[src/rtl/tcdm_bank_responder.sv]
// +----------------------------------------------------------------------------+
// | tcdm_bank_responder : TCDM target endpoint for one single-port SRAM bank,  |
// |                       with AMO / LR-SC read-modify-write support.          |
// | Revision 1.0                                                               |
// +----------------------------------------------------------------------------+
`default_nettype none

package tcdm_bank_pkg;
  localparam int unsigned DataWidth        = 32;
  localparam int unsigned BeWidth          = DataWidth / 8;
  localparam int unsigned TileAddrWidth    = 10;
  localparam int unsigned TCDMAddrMemWidth = 8;

  typedef logic [TileAddrWidth-1:0] tile_addr_t;
  typedef logic [3:0]               meta_id_t;
  typedef logic [1:0]               core_id_t;
  typedef logic [2:0]               ini_addr_t;
  typedef logic [3:0]               amo_t;

  localparam amo_t c_amo_none = 4'h0;
  localparam amo_t c_amo_swap = 4'h1;
  localparam amo_t c_amo_add  = 4'h2;
  localparam amo_t c_amo_and  = 4'h3;
  localparam amo_t c_amo_or   = 4'h4;
  localparam amo_t c_amo_xor  = 4'h5;
  localparam amo_t c_amo_max  = 4'h6;
  localparam amo_t c_amo_maxu = 4'h7;
  localparam amo_t c_amo_min  = 4'h8;
  localparam amo_t c_amo_minu = 4'h9;
  localparam amo_t c_amo_lr   = 4'hA;
  localparam amo_t c_amo_sc   = 4'hB;

  typedef struct packed {
    amo_t                 amo;
    logic [DataWidth-1:0] data;
  } tcdm_payload_t;

  typedef struct packed {
    meta_id_t           meta_id;
    core_id_t           core_id;
    ini_addr_t          ini_addr;
    tile_addr_t         tgt_addr;
    logic               wen;
    logic [BeWidth-1:0] be;
    tcdm_payload_t      wdata;
  } tcdm_slave_req_t;

  typedef struct packed {
    meta_id_t      meta_id;
    core_id_t      core_id;
    ini_addr_t     ini_addr;
    tcdm_payload_t rdata;
  } tcdm_slave_resp_t;
endpackage

module tcdm_bank_responder
  import tcdm_bank_pkg::*;
#(
  parameter int unsigned NumOutstanding = 2
) (
  input  logic                        clk_i,
  input  logic                        rst_i,
  input  logic                        req_valid_i,
  output logic                        req_ready_o,
  input  tcdm_slave_req_t             req_i,
  output logic                        resp_valid_o,
  input  logic                        resp_ready_i,
  output tcdm_slave_resp_t            resp_o,
  output logic                        mem_req_o,
  output logic                        mem_we_o,
  output logic [TCDMAddrMemWidth-1:0] mem_addr_o,
  output logic [DataWidth-1:0]        mem_wdata_o,
  output logic [BeWidth-1:0]          mem_be_o,
  input  logic [DataWidth-1:0]        mem_rdata_i
);

  localparam int unsigned c_ptr_w    = (NumOutstanding > 1) ? $clog2(NumOutstanding) : 1;
  localparam int unsigned c_cnt_w    = $clog2(NumOutstanding + 1);
  localparam int unsigned c_last_idx = NumOutstanding - 1;
  localparam logic [c_ptr_w-1:0] c_last_ptr = c_last_idx[c_ptr_w-1:0];
  localparam logic [c_cnt_w:0]   c_num_out  = (c_cnt_w + 1)'(NumOutstanding);

  // Request accepted last cycle; its response is formed once the bank read data arrives.
  typedef struct packed {
    logic                        valid;
    logic                        use_rdata;
    logic                        amo_wb;
    amo_t                        amo;
    logic [DataWidth-1:0]        imm;
    logic [DataWidth-1:0]        wdata;
    logic [BeWidth-1:0]          be;
    logic [TCDMAddrMemWidth-1:0] row;
    meta_id_t                    meta_id;
    core_id_t                    core_id;
    ini_addr_t                   ini_addr;
  } pend_t;

  pend_t                       r_pend;
  pend_t                       w_pend_next;
  logic                        r_res_valid;
  ini_addr_t                   r_res_ini;
  core_id_t                    r_res_core;
  logic [TCDMAddrMemWidth-1:0] r_res_row;

  tcdm_slave_resp_t            r_fifo [NumOutstanding];
  logic [c_ptr_w-1:0]          r_rd_ptr;
  logic [c_ptr_w-1:0]          r_wr_ptr;
  logic [c_cnt_w-1:0]          r_count;

  logic [TCDMAddrMemWidth-1:0] w_row;
  amo_t                        w_amo;
  logic                        w_is_rmw;
  logic                        w_is_lr;
  logic                        w_is_sc;
  logic                        w_is_wr;
  logic                        w_sc_ok;
  logic                        w_accept;
  logic                        w_wb;
  logic                        w_fifo_empty;
  logic                        w_pop;
  logic                        w_store;
  logic                        w_deq;
  logic [c_cnt_w:0]            w_occ;
  tcdm_slave_resp_t            w_pend_resp;
  logic                        w_unused;

  function automatic logic [DataWidth-1:0] amo_op(input amo_t op,
                                                  input logic [DataWidth-1:0] a,
                                                  input logic [DataWidth-1:0] b);
    logic [DataWidth-1:0] res;
    res = a;
    case (op)
      c_amo_swap: res = b;
      c_amo_add:  res = a + b;
      c_amo_and:  res = a & b;
      c_amo_or:   res = a | b;
      c_amo_xor:  res = a ^ b;
      c_amo_max:  res = ($signed(a) > $signed(b)) ? a : b;
      c_amo_maxu: res = (a > b) ? a : b;
      c_amo_min:  res = ($signed(a) < $signed(b)) ? a : b;
      c_amo_minu: res = (a < b) ? a : b;
      default:    res = a;
    endcase
    return res;
  endfunction

  assign w_unused = ^req_i.tgt_addr[TileAddrWidth-TCDMAddrMemWidth-1:0];

  assign w_row    = req_i.tgt_addr[$bits(tile_addr_t)-1 -: TCDMAddrMemWidth];
  assign w_amo    = req_i.wdata.amo;
  assign w_is_rmw = (w_amo >= c_amo_swap) && (w_amo <= c_amo_minu);
  assign w_is_lr  = (w_amo == c_amo_lr);
  assign w_is_sc  = (w_amo == c_amo_sc);
  assign w_is_wr  = req_i.wen && (w_amo == c_amo_none);
  assign w_sc_ok  = w_is_sc && r_res_valid && (r_res_ini == req_i.ini_addr)
                    && (r_res_core == req_i.core_id) && (r_res_row == w_row);
  assign w_accept = req_valid_i && req_ready_o;
  assign w_wb     = r_pend.valid && r_pend.amo_wb;

  always_comb begin
    w_pend_resp               = '0;
    w_pend_resp.meta_id       = r_pend.meta_id;
    w_pend_resp.core_id       = r_pend.core_id;
    w_pend_resp.ini_addr      = r_pend.ini_addr;
    w_pend_resp.rdata.amo     = c_amo_none;
    w_pend_resp.rdata.data    = r_pend.use_rdata ? mem_rdata_i : r_pend.imm;

    w_fifo_empty = (r_count == '0);
    resp_valid_o = !w_fifo_empty || r_pend.valid;
    resp_o       = w_fifo_empty ? w_pend_resp : r_fifo[r_rd_ptr];
    w_pop        = resp_valid_o && resp_ready_i;
    // An entry popped straight through while the FIFO is empty never gets stored.
    w_store      = r_pend.valid && !(w_pop && w_fifo_empty);
    w_deq        = w_pop && !w_fifo_empty;

    w_occ = {1'b0, r_count} + (c_cnt_w + 1)'(r_pend.valid) - (c_cnt_w + 1)'(w_pop);
    req_ready_o = !rst_i && !w_wb && (w_occ < c_num_out);
  end

  always_comb begin
    w_pend_next           = '0;
    w_pend_next.valid     = w_accept;
    w_pend_next.use_rdata = !w_is_wr && !w_is_sc;
    w_pend_next.amo_wb    = w_is_rmw;
    w_pend_next.amo       = w_amo;
    w_pend_next.imm       = {{(DataWidth-1){1'b0}}, w_is_sc && !w_sc_ok};
    w_pend_next.wdata     = req_i.wdata.data;
    w_pend_next.be        = req_i.be;
    w_pend_next.row       = w_row;
    w_pend_next.meta_id   = req_i.meta_id;
    w_pend_next.core_id   = req_i.core_id;
    w_pend_next.ini_addr  = req_i.ini_addr;
  end

  always_comb begin
    mem_req_o   = 1'b0;
    mem_we_o    = 1'b0;
    mem_addr_o  = '0;
    mem_wdata_o = '0;
    mem_be_o    = '0;
    if (w_wb) begin
      mem_req_o   = 1'b1;
      mem_we_o    = 1'b1;
      mem_addr_o  = r_pend.row;
      mem_wdata_o = amo_op(r_pend.amo, mem_rdata_i, r_pend.wdata);
      mem_be_o    = r_pend.be;
    end else if (w_accept) begin
      mem_req_o   = !(w_is_sc && !w_sc_ok);
      mem_we_o    = w_is_wr || w_sc_ok;
      mem_addr_o  = w_row;
      mem_wdata_o = req_i.wdata.data;
      mem_be_o    = req_i.be;
    end
  end

  always_ff @(posedge clk_i or posedge rst_i) begin
    if (rst_i) begin
      r_pend      <= '0;
      r_res_valid <= 1'b0;
      r_res_ini   <= '0;
      r_res_core  <= '0;
      r_res_row   <= '0;
    end else begin
      r_pend <= w_pend_next;
      if (w_accept) begin
        if (w_is_lr) begin
          r_res_valid <= 1'b1;
          r_res_ini   <= req_i.ini_addr;
          r_res_core  <= req_i.core_id;
          r_res_row   <= w_row;
        end else if (w_is_sc) begin
          r_res_valid <= 1'b0;
        end else if ((w_is_wr || w_is_rmw) && (w_row == r_res_row)) begin
          r_res_valid <= 1'b0;
        end
      end
    end
  end

  always_ff @(posedge clk_i or posedge rst_i) begin
    if (rst_i) begin
      r_rd_ptr <= '0;
      r_wr_ptr <= '0;
      r_count  <= '0;
    end else begin
      if (w_store) begin
        r_wr_ptr <= (r_wr_ptr == c_last_ptr) ? '0 : r_wr_ptr + c_ptr_w'(1);
      end
      if (w_deq) begin
        r_rd_ptr <= (r_rd_ptr == c_last_ptr) ? '0 : r_rd_ptr + c_ptr_w'(1);
      end
      case ({w_store, w_deq})
        2'b10:   r_count <= r_count + c_cnt_w'(1);
        2'b01:   r_count <= r_count - c_cnt_w'(1);
        default: r_count <= r_count;
      endcase
    end
  end

  always_ff @(posedge clk_i) begin
    if (w_store) begin
      r_fifo[r_wr_ptr] <= w_pend_resp;
    end
  end

endmodule

`default_nettype wire

[config.mk]
export PLATFORM = sky130hd
export DESIGN_NAME = tcdm_bank_responder
export DESIGN_NICKNAME = d
export VERILOG_FILES = /design/src/rtl/tcdm_bank_responder.sv
export SDC_FILE = /design/constraint.sdc
export NUM_CORES = 1
export LEC_CHECK = 0
export ABC_AREA = 0
export CAP_MARGIN = 40
export CORE_UTILIZATION = 45
export DETAILED_ROUTE_END_ITERATION = 6
export PLACE_DENSITY = 0.75
export REMOVE_ABC_BUFFERS = 1
export SLEW_MARGIN = 40
export SYNTH_ARGS = -nofsm -noshare
export SYNTH_HDL_FRONTEND = slang
export SYNTH_SLANG_ARGS = --single-unit
[constraint.sdc]
create_clock -name clk_i -period 7.85 [get_ports clk_i]
set_clock_uncertainty 0.1 [all_clocks]
set_input_delay 1.57 -clock clk_i [delete_from_list [all_inputs] [get_ports clk_i]]
set_output_delay 1.57 -clock clk_i [all_outputs]
set_load 0.005 [all_outputs]
======== Yosys cells after proc, flatten, opt, wreduce, memory -nomap -nowiden ========
Memories as Yosys holds them, arrays and structs flattened.
Index checks and enable logic that the tools add are counted.
storage, ports and cells
  memory bits (writable) .................. 82
  memories kept ........................... 1
  bits in read-only memories .............. 0
  latch bits .............................. 0
  bits in registers ....................... 79
  output and inout port bits .............. 93
  word-level logic and storage cells ...... 112
  input bits .............................. 96
operators by class
  muxes and demuxes ....................... 25
  reductions and logical operators ........ 34
  add/subtract/negate cells ............... 7
  order comparisons ....................... 7
  bitwise gates (word level) .............. 3
  eq/ne operators ......................... 17
  multipliers ............................. 0
  divide/modulo/power cells ............... 0
  shift operators ......................... 0
memory list
  memory  words  bits a word  rd ports  clocked after Yosys merged registers in  wr ports  RTL line  RTL
  r_fifo  2      41           1         0                                        1         105       tcdm_slave_resp_t r_fifo [NumOutstanding];
operators by type and width
  cell                  count
  $pmux W32 S9          1
  $mux W32              7
  $gt A32 B32 Y1        2
  $lt A32 B32 Y1        2
  $mux W45              1
  $add A32 B32 Y32      1
  $and A32 B32 Y32      1
  $or A32 B32 Y32       1
  $xor A32 B32 Y32      1
  $logic_and A1 B1 Y1   17
  $eq A4 B3 Y1 const B  4
  $eq A4 B4 Y1 const B  4
  $eq A8 B8 Y1          2
  $mux W8               2
  $mux W1               11
  $eq A4 B2 Y1 const B  2
  $logic_not A1 Y1      8
  $mux W4               2
  $eq A4 B1 Y1 const B  1
  $ge A4 B1 Y1 const B  1
  $le A4 B4 Y1 const B  1
  $logic_not A4 Y1      1
  $pmux W2 S2           1
  $reduce_and A2 Y1     2
  other kinds (14)      17

======== Depth between registers and ports, before layout ========
  depth in word-level cells ............... 10
  mapped depth ............................ 15
  mapped depth without buffers ............ 13

======== Worst setup path after synthesis ========
No wires, ideal clock.
  path kind ............................... input port to output port
  from .................................... input port rst_i
  to ...................................... output port mem_addr_o[0]
  stages on the path ...................... 7
  required time ........................... 6.180 ns
  arrival time ............................ 4.873 ns
  path buffers ............................ 3
  slack ................................... 1.307 ns
  path through ............................ inv_1 -> and4_1 -> and2_1 -> clkbuf_1 -> buf_1 -> clkbuf_1 -> a22o_1
on the way
  word-level cells in the longest chain between the ends .. 6
ends and longest elaborated chain
  what                               RTL line  RTL
  start: declaration                 62        input logic rst_i,
  $logic_not A1 Y1 (no source line)  -
  $logic_and A1 B1 Y1 (2 in series)  177       req_ready_o = !rst_i && !w_wb && (w_occ < c_num_out);
  named net req_ready_o              64        output logic req_ready_o,
  $logic_and A1 B1 Y1                157       assign w_accept = req_valid_i && req_ready_o;
  $mux W8                            207       end else if (w_accept) begin
  $mux W8                            201       if (w_wb) begin
  end: declaration                   71        output logic [TCDMAddrMemWidth-1:0] mem_addr_o,
The timed path passes the listed nets, and every way through them passes these cells.

======== Worst setup path after layout ========
  from .................................... input port mem_rdata_i[30]
  to ...................................... output port mem_wdata_o[26]
on the way
  word-level cells in the longest chain between the ends .. 4
ends and longest elaborated chain
  what                                    RTL line  RTL
  start: declaration                      74        input logic [DataWidth-1:0] mem_rdata_i
  $lt A32 B32 Y1 (tied with other cells)  141       c_amo_minu: res = (a < b) ? a : b;
  $mux W32 (on tied branches)             -
  $pmux W32 S9 (*)                        132       case (op)
  $mux W32 (*)                            201
  end: declaration                        72        output logic [DataWidth-1:0] mem_wdata_o,
Every way passes the cells marked *; elsewhere a longest branch is shown, timed or not.

==> impl_metrics.py <==
metrics = {
    "min_path": {
        "hold_path_class": "reg2reg",
        "hold_depth": 0,
        "whs_endpoint": "r_fifo[0][40]",
        "min-delay-start": "r_pend[8]",
    },
    "worst_setup_path": {
        "r2r_slack_ps": 3230,
        "worstPathCellList": "clkdlybuf4s50_1 > inv_1 > ha_1 > nor4_2 > nand4_1 > inv_1 > o31ai_2 > buf_4 > and2_4 > a211oi_4 > buf_4 > o211ai_2 > buf_4 > a221oi_1 > a211oi_1 > a221o_1 > clkdlybuf4s50_1",
        "cp-end-kind": "output port",
        "r2r-end": "r_res_ini[1]",
        "reg2regPathDepth": 11,
        "arrival_ps": 6000,
        "critical_path.max_fanout": 11,
        "crit_buf_inv": 7,
        "critPathMostFrequentCell": "buf_4",
        "path_class": "in2out",
        "path_depth": 17,
        "critical-path-top-delay-family": "buffers and inverters",
        "cp.required_ps": 6180,
        "crit_path_start_kind": "input port",
        "r2r_start": "r_count[0]",
        "slowest_stage": "nor4_2",
        "slowest_delay_ps": 590,
    },
    "synthesis": {
        "synth_common_cells": "o21ai_0, nand2_1, ha_1",
        "synth_top_area_share_pct": 21.9,
        "synth_cell_types": 74,
        "yosysSeqAreaShare_pct": 39.5,
        "syn_avg_cell_area_um2": 9.43,
        "synth_area_mm2": 0.0112,
        "synth_most_common_cell": "o21ai_0",
        "synth_edf_count": 82,
        "yosys-top-cells-area": "edfxtp_1, dfrtp_1, ha_1",
        "ys_warn_count": 0,
        "async_flop_share_pct": 49.1,
        "yosysTopAreaCell": "edfxtp_1",
        "yosys_most_used_dff": "edfxtp_1",
        "synth_cells": 1191,
        "yosys_register_bits": 161,
    },
    "drt": {
        "drtPass1Iterations": 5,
        "postRouteAntennaNets": 0,
        "wl_per_cell_um": 20.0,
        "via_per_inst": 5.83,
        "initialDrtViolationCount": 621,
        "drc": 0,
        "wl_mm": 34.6,
        "num_vias": 10000,
    },
    "placed_design": {
        "hpwl_mm": 23.6,
        "numPortBuffers": 182,
        "place_ws_ps": 259,
        "place_inst": 1691,
        "dpl_cell_area_mm2": 0.0137,
        "place_congestion": 0.948,
    },
    "clocking": {
        "cts.path.max_buffers": 2,
        "tritoncts": "yes",
        "cts_root_buf": "clkbuf_16",
        "cts_setup_buffers": 0,
        "cts_sinks": 161,
        "insertion_delay_ps": 450,
        "path_clk_slew_ps": 70,
        "ctsHtreeMaxLevel": 4,
        "cts_hold_buf": 0,
        "numCtsBuffers": 17,
        "post_cts_resize_count": 0,
    },
    "die": {
        "die_area_mm2": 0.0256,
        "num_rows": 57,
        "core-area_mm2": 0.0244,
        "start_util_pct": 46.0,
        "io_pins": 189,
        "dieHeight_um": 160,
        "die_x_um": 160,
    },
    "global_route": {
        "antenna_found_initial": 1,
        "track_usage_pct": 27.3,
        "overflow": 0,
        "grt_pass1_vias": 10300,
        "grt_max_degree": 64,
        "grt_pass1_wl_mm": 54.5,
    },
    "final_layout": {
        "final_cell_area_mm2": 0.0143,
        "seqCellArea_mm2": 0.00444,
        "synthToLayoutAreaGrowth_pct": 27.6,
        "final_cell_count_no_fill": 1724,
        "layout.nets": 1582,
        "multi_input_area_mm2": 0.00618,
        "post-route-util_pct": 58.7,
        "layout-drive-gt1-share_pct": 10.4,
        "n_fill_cell": 2128,
    },
    "pwr": {
        "power_leakage_nw": 5.93,
        "powerDensity_mw_per_mm2": 234,
        "ir_worst_vdd_mv": 0.149,
    },
    "status": {
        "status": "finished, final reports clean",
    },
    "timing": {
        "layout_min_cycle_time_ps": 7670,
        "hold_viol": 0,
        "slew_violations": 0,
        "tightestPinTransition_ps": 723,
        "max_freq_ghz": 0.130,
        "rsz0062_at_grt": "no",
        "relSlewSlack_pct": 51.7,
        "period_share_pct": 97.8,
        "fin_ws_ps": 176,
        "tns_ps": 0,
        "setup_viol": 0,
    },
    "job": {
        "drv_cap": 0,
    },
}
==> final cells by class <==
type                    count  area share, %
inverters                  85           2.24
repair buffers            252           16.5
flip-flops and latches    161           31.0
well taps                 324           2.83
diodes                      1         0.0175
multi-input cells         869           43.2
clock buffers              18           3.07
clock inverters            14           1.15
==> through the flow <==
stage / hold slack (ps) / total power [mW]
global placement: 345 / 2.47
floorplan: 342 / 1.78
detailed placement: 366 / 2.50
finish: 376 / 3.35
global route: 390 / 3.52
CTS: 378 / 3.37
==> kinds of logic (layout without fill, tap and decap cells) <==
kind of cell	count (synthesis)	in the layout	share of synthesized area (%)
compound gates	386	386	22.8
simple gates	285	285	12.4
buf+inv	164	369	5.79
flops	161	161	39.5
fa+ha+maj	100	100	11.3
mux	59	59	5.42
xor+xnor	35	35	2.73
other cells	1	5	0.0334
==> power breakdown <==
group          internal, mW  leakage, nW  total [mW]  switching, mW
logic                 0.721         3.94        1.40          0.674
clock network         0.438        0.296       0.860          0.423
registers              1.01         1.69        1.10         0.0941
total                  2.16         5.93        3.35           1.19
==> state kept, by name, summed over array words and instances (netlist names) <==
register     count
r_fifo          82
r_wr_ptr         1
r_count          2
r_pend          61
r_res_ini        3
r_rd_ptr         1
r_res_valid      1
r_res_core       2
r_res_row        8
==> metal layers <==
metal  GRT usage, %  part of all wire (%)
met1           33.9                    42
met2           45.9                    48
met3           4.78                   6.7
met4           13.3                   3.2
met5              0                     0
==> worst max-delay path by stage <==
| stage | slack, ps | start | end |
|---|---|---|---|
| 2_1_floorplan | 950 | rst_i | mem_wdata_o[17] |
| 3_3_place_gp | 370 | mem_rdata_i[30] | mem_wdata_o[26] |
| 3_5_place_dp | 260 | mem_rdata_i[30] | mem_wdata_o[26] |
| 4_1_cts | 260 | mem_rdata_i[30] | mem_wdata_o[26] |
| 5_1_grt | 30 | mem_rdata_i[30] | mem_wdata_o[26] |
| 6_report | 180 | mem_rdata_i[30] | mem_wdata_o[26] |
==> cell usage in the layout (no fill, tap or decap), drive strengths merged, types with 5 or more instances in the layout <==
master / n
a22o: 13
a22oi: 18
o221ai: 5
a221o: 8
o22ai: 6
o21bai: 11
o21ai: 130
a21oi: 74
ha: 98
nand4: 6
nor3: 15
xnor2: 19
mux2: 14
mux2i: 45
a21o: 16
and2: 38
nand3: 11
clkinv: 9
nor4: 12
inv: 90
buf: 70
a31oi: 7
nor2: 52
nand2: 112
clkdlybuf4s50: 182
o211ai: 12
nand2b: 5
and3: 8
a221oi: 30
xor2: 16
o2111ai: 9
a32oi: 5
dfrtp: 79
clkbuf: 18
a211oi: 11
edfxtp: 82
nor2b: 13
Power figures use the tool's default switching activity.
